File: src/rtl/commit_ctrl_pkg.sv
// Shared defines for the writeback commit sequencer: FSM encoding,
// error-cause codes and commit-register data-select constants.
package commit_ctrl_pkg;

    typedef enum logic [2:0] {
        ST_IDLE     = 3'd0,
        ST_WAIT_MEM = 3'd1,
        ST_COMMIT   = 3'd2,
        ST_HALT     = 3'd3,
        ST_ERROR    = 3'd4
    } state_t;

    localparam logic [1:0] ERR_NONE    = 2'd0;
    localparam logic [1:0] ERR_MEM     = 2'd1;
    localparam logic [1:0] ERR_TIMEOUT = 2'd2;

    localparam logic SEL_ALU_DATA = 1'b0;
    localparam logic SEL_MEM_DATA = 1'b1;

endpackage

File: src/rtl/commit_ctrl_timer.sv
// Wait-for-memory timeout counter: cleared when a memory op is accepted,
// counts while enabled, and flags expiry on its final allowed cycle.
module commit_ctrl_timer #(
    parameter int LIMIT = 1024,
    parameter int CNT_W = $clog2(LIMIT + 1)
) (
    input  logic clock,
    input  logic reset,
    input  logic clear,
    input  logic enable,
    output logic expire
);

    logic [CNT_W-1:0] count;

    always_ff @(posedge clock or posedge reset) begin
        if (reset) begin
            count <= '0;
        end else if (clear) begin
            count <= '0;
        end else if (enable) begin
            count <= count + CNT_W'(1);
        end
    end

    assign expire = enable && (count == CNT_W'(LIMIT - 1));

endmodule

File: src/rtl/commit_ctrl.sv
// Writeback-stage sequencer: picks the commit-register capture cycle,
// emits the retire pulse, counts retirements and holds halt/error status.
module commit_ctrl
    import commit_ctrl_pkg::*;
#(
    parameter int TIMEOUT_CYCLES = 1024,
    parameter int CNT_W          = $clog2(TIMEOUT_CYCLES + 1)
) (
    input  logic        clock,
    input  logic        reset,
    input  logic        valid_pre_i,
    output logic        ready_pre_o,
    input  logic        is_load_i,
    input  logic        is_store_i,
    input  logic        halt_i,
    input  logic        mem_rvalid_i,
    input  logic        mem_bvalid_i,
    input  logic        mem_err_i,
    output logic        we_o,
    output logic        commit_valid_o,
    output logic [63:0] retired_o,
    output logic        halted_o,
    output logic        error_o,
    output logic [1:0]  err_cause_o
);

    state_t state;
    logic   op_is_load;
    logic   halt_q;
    logic   is_mem;
    logic   resp_match;
    logic   timer_clear;
    logic   timer_en;
    logic   expire;

    assign is_mem = is_load_i || is_store_i;

    commit_ctrl_timer #(
        .LIMIT (TIMEOUT_CYCLES),
        .CNT_W (CNT_W)
    ) u_timer (
        .clock  (clock),
        .reset  (reset),
        .clear  (timer_clear),
        .enable (timer_en),
        .expire (expire)
    );

    // Handshake is combinational so an ALU op commits in its accept cycle.
    always_comb begin
        we_o        = 1'b0;
        timer_clear = 1'b0;
        timer_en    = 1'b0;
        resp_match  = 1'b0;
        case (state)
            ST_IDLE: begin
                if (valid_pre_i) begin
                    if (is_mem) timer_clear = 1'b1;
                    else        we_o        = 1'b1;
                end
            end
            ST_WAIT_MEM: begin
                timer_en   = 1'b1;
                resp_match = op_is_load ? mem_rvalid_i : mem_bvalid_i;
                if (resp_match && !mem_err_i) we_o = 1'b1;
            end
            default: ;
        endcase
        if (reset) we_o = 1'b0;
    end

    assign ready_pre_o = we_o;

    always_ff @(posedge clock or posedge reset) begin
        if (reset) begin
            state          <= ST_IDLE;
            op_is_load     <= 1'b0;
            halt_q         <= 1'b0;
            commit_valid_o <= 1'b0;
            retired_o      <= '0;
            halted_o       <= 1'b0;
            error_o        <= 1'b0;
            err_cause_o    <= ERR_NONE;
        end else begin
            commit_valid_o <= 1'b0;
            case (state)
                ST_IDLE: begin
                    if (valid_pre_i) begin
                        if (is_mem) begin
                            op_is_load <= is_load_i;
                            state      <= ST_WAIT_MEM;
                        end else begin
                            halt_q         <= halt_i;
                            commit_valid_o <= 1'b1;
                            retired_o      <= retired_o + 64'd1;
                            state          <= ST_COMMIT;
                        end
                    end
                end
                ST_WAIT_MEM: begin
                    // A response in the expiry cycle still takes priority.
                    if (resp_match) begin
                        if (mem_err_i) begin
                            error_o     <= 1'b1;
                            err_cause_o <= ERR_MEM;
                            state       <= ST_ERROR;
                        end else begin
                            halt_q         <= halt_i;
                            commit_valid_o <= 1'b1;
                            retired_o      <= retired_o + 64'd1;
                            state          <= ST_COMMIT;
                        end
                    end else if (expire) begin
                        error_o     <= 1'b1;
                        err_cause_o <= ERR_TIMEOUT;
                        state       <= ST_ERROR;
                    end
                end
                ST_COMMIT: begin
                    if (halt_q) begin
                        halted_o <= 1'b1;
                        state    <= ST_HALT;
                    end else begin
                        state <= ST_IDLE;
                    end
                end
                ST_HALT:  state <= ST_HALT;
                ST_ERROR: state <= ST_ERROR;
                default:  state <= ST_IDLE;
            endcase
        end
    end

endmodule

File: config.mk
export PLATFORM = sky130hd
export DESIGN_NAME = commit_ctrl
export DESIGN_NICKNAME = d
export VERILOG_FILES = /design/src/rtl/commit_ctrl_pkg.sv /design/src/rtl/commit_ctrl_timer.sv /design/src/rtl/commit_ctrl.sv
export SDC_FILE = /design/constraint.sdc
export NUM_CORES = 1
export LEC_CHECK = 0
export BUFFER_PORTS_ARGS = -buffer_cell sky130_fd_sc_hd__clkbuf_2
export CORE_MARGIN = 4
export CORE_UTILIZATION = 41
export CTS_BUF_LIST = sky130_fd_sc_hd__clkbuf_2
export CTS_CLUSTER_DIAMETER = 40
export CTS_CLUSTER_SIZE = 8
export DETAILED_ROUTE_END_ITERATION = 6
export GPL_ROUTABILITY_DRIVEN = 0
export PLACE_DENSITY = 0.66
export SLEW_MARGIN = 20
export SYNTH_ARGS = -nofsm -noshare
export SYNTH_HDL_FRONTEND = slang
export SYNTH_SLANG_ARGS = --single-unit
export TNS_END_PERCENT = 100
File: constraint.sdc
create_clock -name clock -period 5 [get_ports clock]
set_input_delay 0.5 -clock clock [delete_from_list [all_inputs] [get_ports clock]]
set_output_delay 0.5 -clock clock [all_outputs]
set_load 0.005 [all_outputs]
==> results.cfg <==
[setup_path]
r2r_end = retired_o[60]
r2r_slack_ns = 2.54
worstSetupEndpoint = we_o
critPathKind = flop to primary output
worstPathRequired_ns = 4.50
crit_path_max_incr_delay_ns = 0.52
slowest_stage = dfrtp_1
critPathLaunchType = flop
crit_chain = or3b_4, or3_1, and2_1, nor2_1, clkbuf_2
critPathLaunch = state[0]
end_kind = primary output
r2r_start = state[0]
arrival_ns = 2.55
r2r_cells = 6
path_max_fanout = 9

[sta]
hold_viol = 0
skew_ns = 0.0191
period_share_pct = 61.0
drv_slew = 0
slew_headroom_pct = 54.4
tightest_slew_ns = 0.683
fin_crit_ns = 3.05
setup_tns_ns = 0
grt_setup_unrepaired = false
setup_viol = 0
fmax_ghz = 0.328

[finish]
diodes = 0
fill_cells = 916
syn_to_final_growth_pct = 15.1
layout-drive-gt1-share_pct = 27.9
layout_commonest_cell = clkbuf_2
mostFrequentLayoutCells = clkbuf_2 (89), dfrtp_1 (85), xnor2_1 (47), nand2_1 (39), nor2_1 (29)
fin_area_mm2 = 0.00462
nets = 458

[clock_tree]
numCtsBuffers = 9
clock-sinks = 85
h-tree-depth = 3
clockBufferDepth = 2
tritoncts = built
cts-root-buf = clkbuf_2
path_clk_slew_ns = 0.21
postCtsResizedCells = 0
clk_latency_ns = 0.52

[yosys]
synth_edf_count = 0
synth_area_mm2 = 0.00401
ys_types = 46
synth_fp_nets = 371
synthFlopType = dfrtp_1
yosysSeqAreaShare_pct = 53.0
async_flop_share_pct = 100
ys_seq_elements = 85
yosysWarningCount = 0
postSynthCellCount = 360
syn_area_per_cell_um2 = 11.1

[grt]
grtUsageTotal_pct = 15.9
grt_overflow = 0
grt_pass1_vias = 2884
grt_pass1_wl_um = 14600
grt_max_degree = 55
antenna_found_initial = 0

[power]
finalPower_mw = 1.37
vdd_drop_max_v = 0.000128
p_leak_nw = 2.21
cellPowerDensity_mw_per_mm2 = 298

[routing]
first_pass_iters = 4
wl_per_cell_um = 14.6
drt_iter0_drc = 98
via_per_inst = 5.02
wirelength_um = 8490
vias = 2916
postRouteAntennaNets = 0
drc = 0

[floorplanning]
initial_core_util_pct = 42.8
die_width_um = 107
rows = 35
ios = 80
design.die.area_mm2 = 0.0114
die-height_um = 107
coreArea_mm2 = 0.00937

[run]
drv_cap = 0

[placement]
dp_hpwl_um = 6170
dpl_cell_area_mm2 = 0.00453
portBuffers = 79

[hold_path]
hold_depth = 3
worstHoldPathType = input port to flop

[status]
status = finished, final reports clean
[Yosys cell counts, types with 2 or more instances]
master,instances,area [µm²]
dfrtp_1,85,2130
xnor2_1,47,412
nand2_1,39,146
nor2_1,29,109
xor2_1,22,193
nand3_1,20,100
nand4_1,18,113
nand3_2,12,120
and3_1,10,62.6
inv_1,7,26.3
a21oi_1,5,25.0
and2_1,5,31.3
and4_1,5,43.8
o21ai_0,5,25.0
or3_1,5,31.3
nor3_1,4,20.0
nor4_1,4,25.0
nand4b_1,3,26.3
a21oi_4,2,32.5
and4_4,2,22.5
buf_6,2,22.5
ha_1,2,25.0
mux2_2,2,22.5
nor3_2,2,20.0
or2_2,2,12.5
[cell families after synthesis]
family,synth area share [%]
AOI/OAI and AO/OA,4.02
adders and majority gates,0.624
xor gates and xnor gates,15.5
muxes,0.811
and+or+nand+nor,23.9
buffers and inverters,2.21
DFF,53.0
[power by group]
part | leakage [nW] | internal [mW] | switching (mW)
combinational | 0.997 | 0.117 | 0.138
sequential | 1.15 | 0.752 | 0.0739
clock | 0.0565 | 0.0618 | 0.231
[flip-flops by register name, indices dropped and copies added, names as in the netlist]
| register | count |
|---|---|
| halt_q | 1 |
| u_timer.count | 11 |
| error_o | 1 |
| retired_o | 64 |
| err_cause_o | 2 |
| state | 3 |
| halted_o | 1 |
| op_is_load | 1 |
| commit_valid_o | 1 |
[worst min-delay path by stage]
stage	from	end	slack [ns]
global route	halt_i	halt_q	0.15
detailed placement	halted_o	halted_o	0.46
finish	halt_i	halt_q	0.15
floorplan	halt_q	halt_q	0.45
CTS	halt_i	halt_q	0.13
global placement	error_o	error_o	0.45
[metrics by stage]
step                      setup WS, ns  cells  hold slack [ns]  utilization (%)
after detailed placement          2.53    564            0.459             48.3
after floorplan                   2.31    360            0.447                -
after global routing              1.77    581            0.152             49.3
after global placement            2.61    564            0.454             48.3
final                             1.95    581            0.152             49.3
after CTS                         1.92    581            0.130             49.3
[final cells by class]
cell class                      instances  area [µm²]  share of cell area [%]
Sequential cell                        85        2130                    46.1
Multi-Input combinational cell        261        1800                    38.9
Timing Repair Buffer                   82         420                    9.11
Tap cell                              129         161                    3.50
Clock buffer                           10        50.0                    1.08
Inverter                                8        31.3                   0.678
Clock inverter                          6        30.0                   0.650
[metal layers]
layer,track usage (%),part of all wire [%],vias up
li1,-,-,1414
met3,5.06,6.5,9
met1,22.2,47,1418
met5,0,0,-
met4,4.66,1.1,0
met2,23.8,45,75
[worst max-delay path, delay by kind of cell (launching register included)]
family | cells | cell delay [ns]
flops | 1 | 0.52
simple gates | 4 | 1.36
buf+inv | 1 | 0.16
[repair_timing]
| action | CTS | global route |
|---|---|---|
| hold endpoints to repair | 31 | 0 |
| hold buffers | 1 | 0 |
| setup buffers | 0 | 0 |
Note: power is estimated with default switching activity, not from simulation.
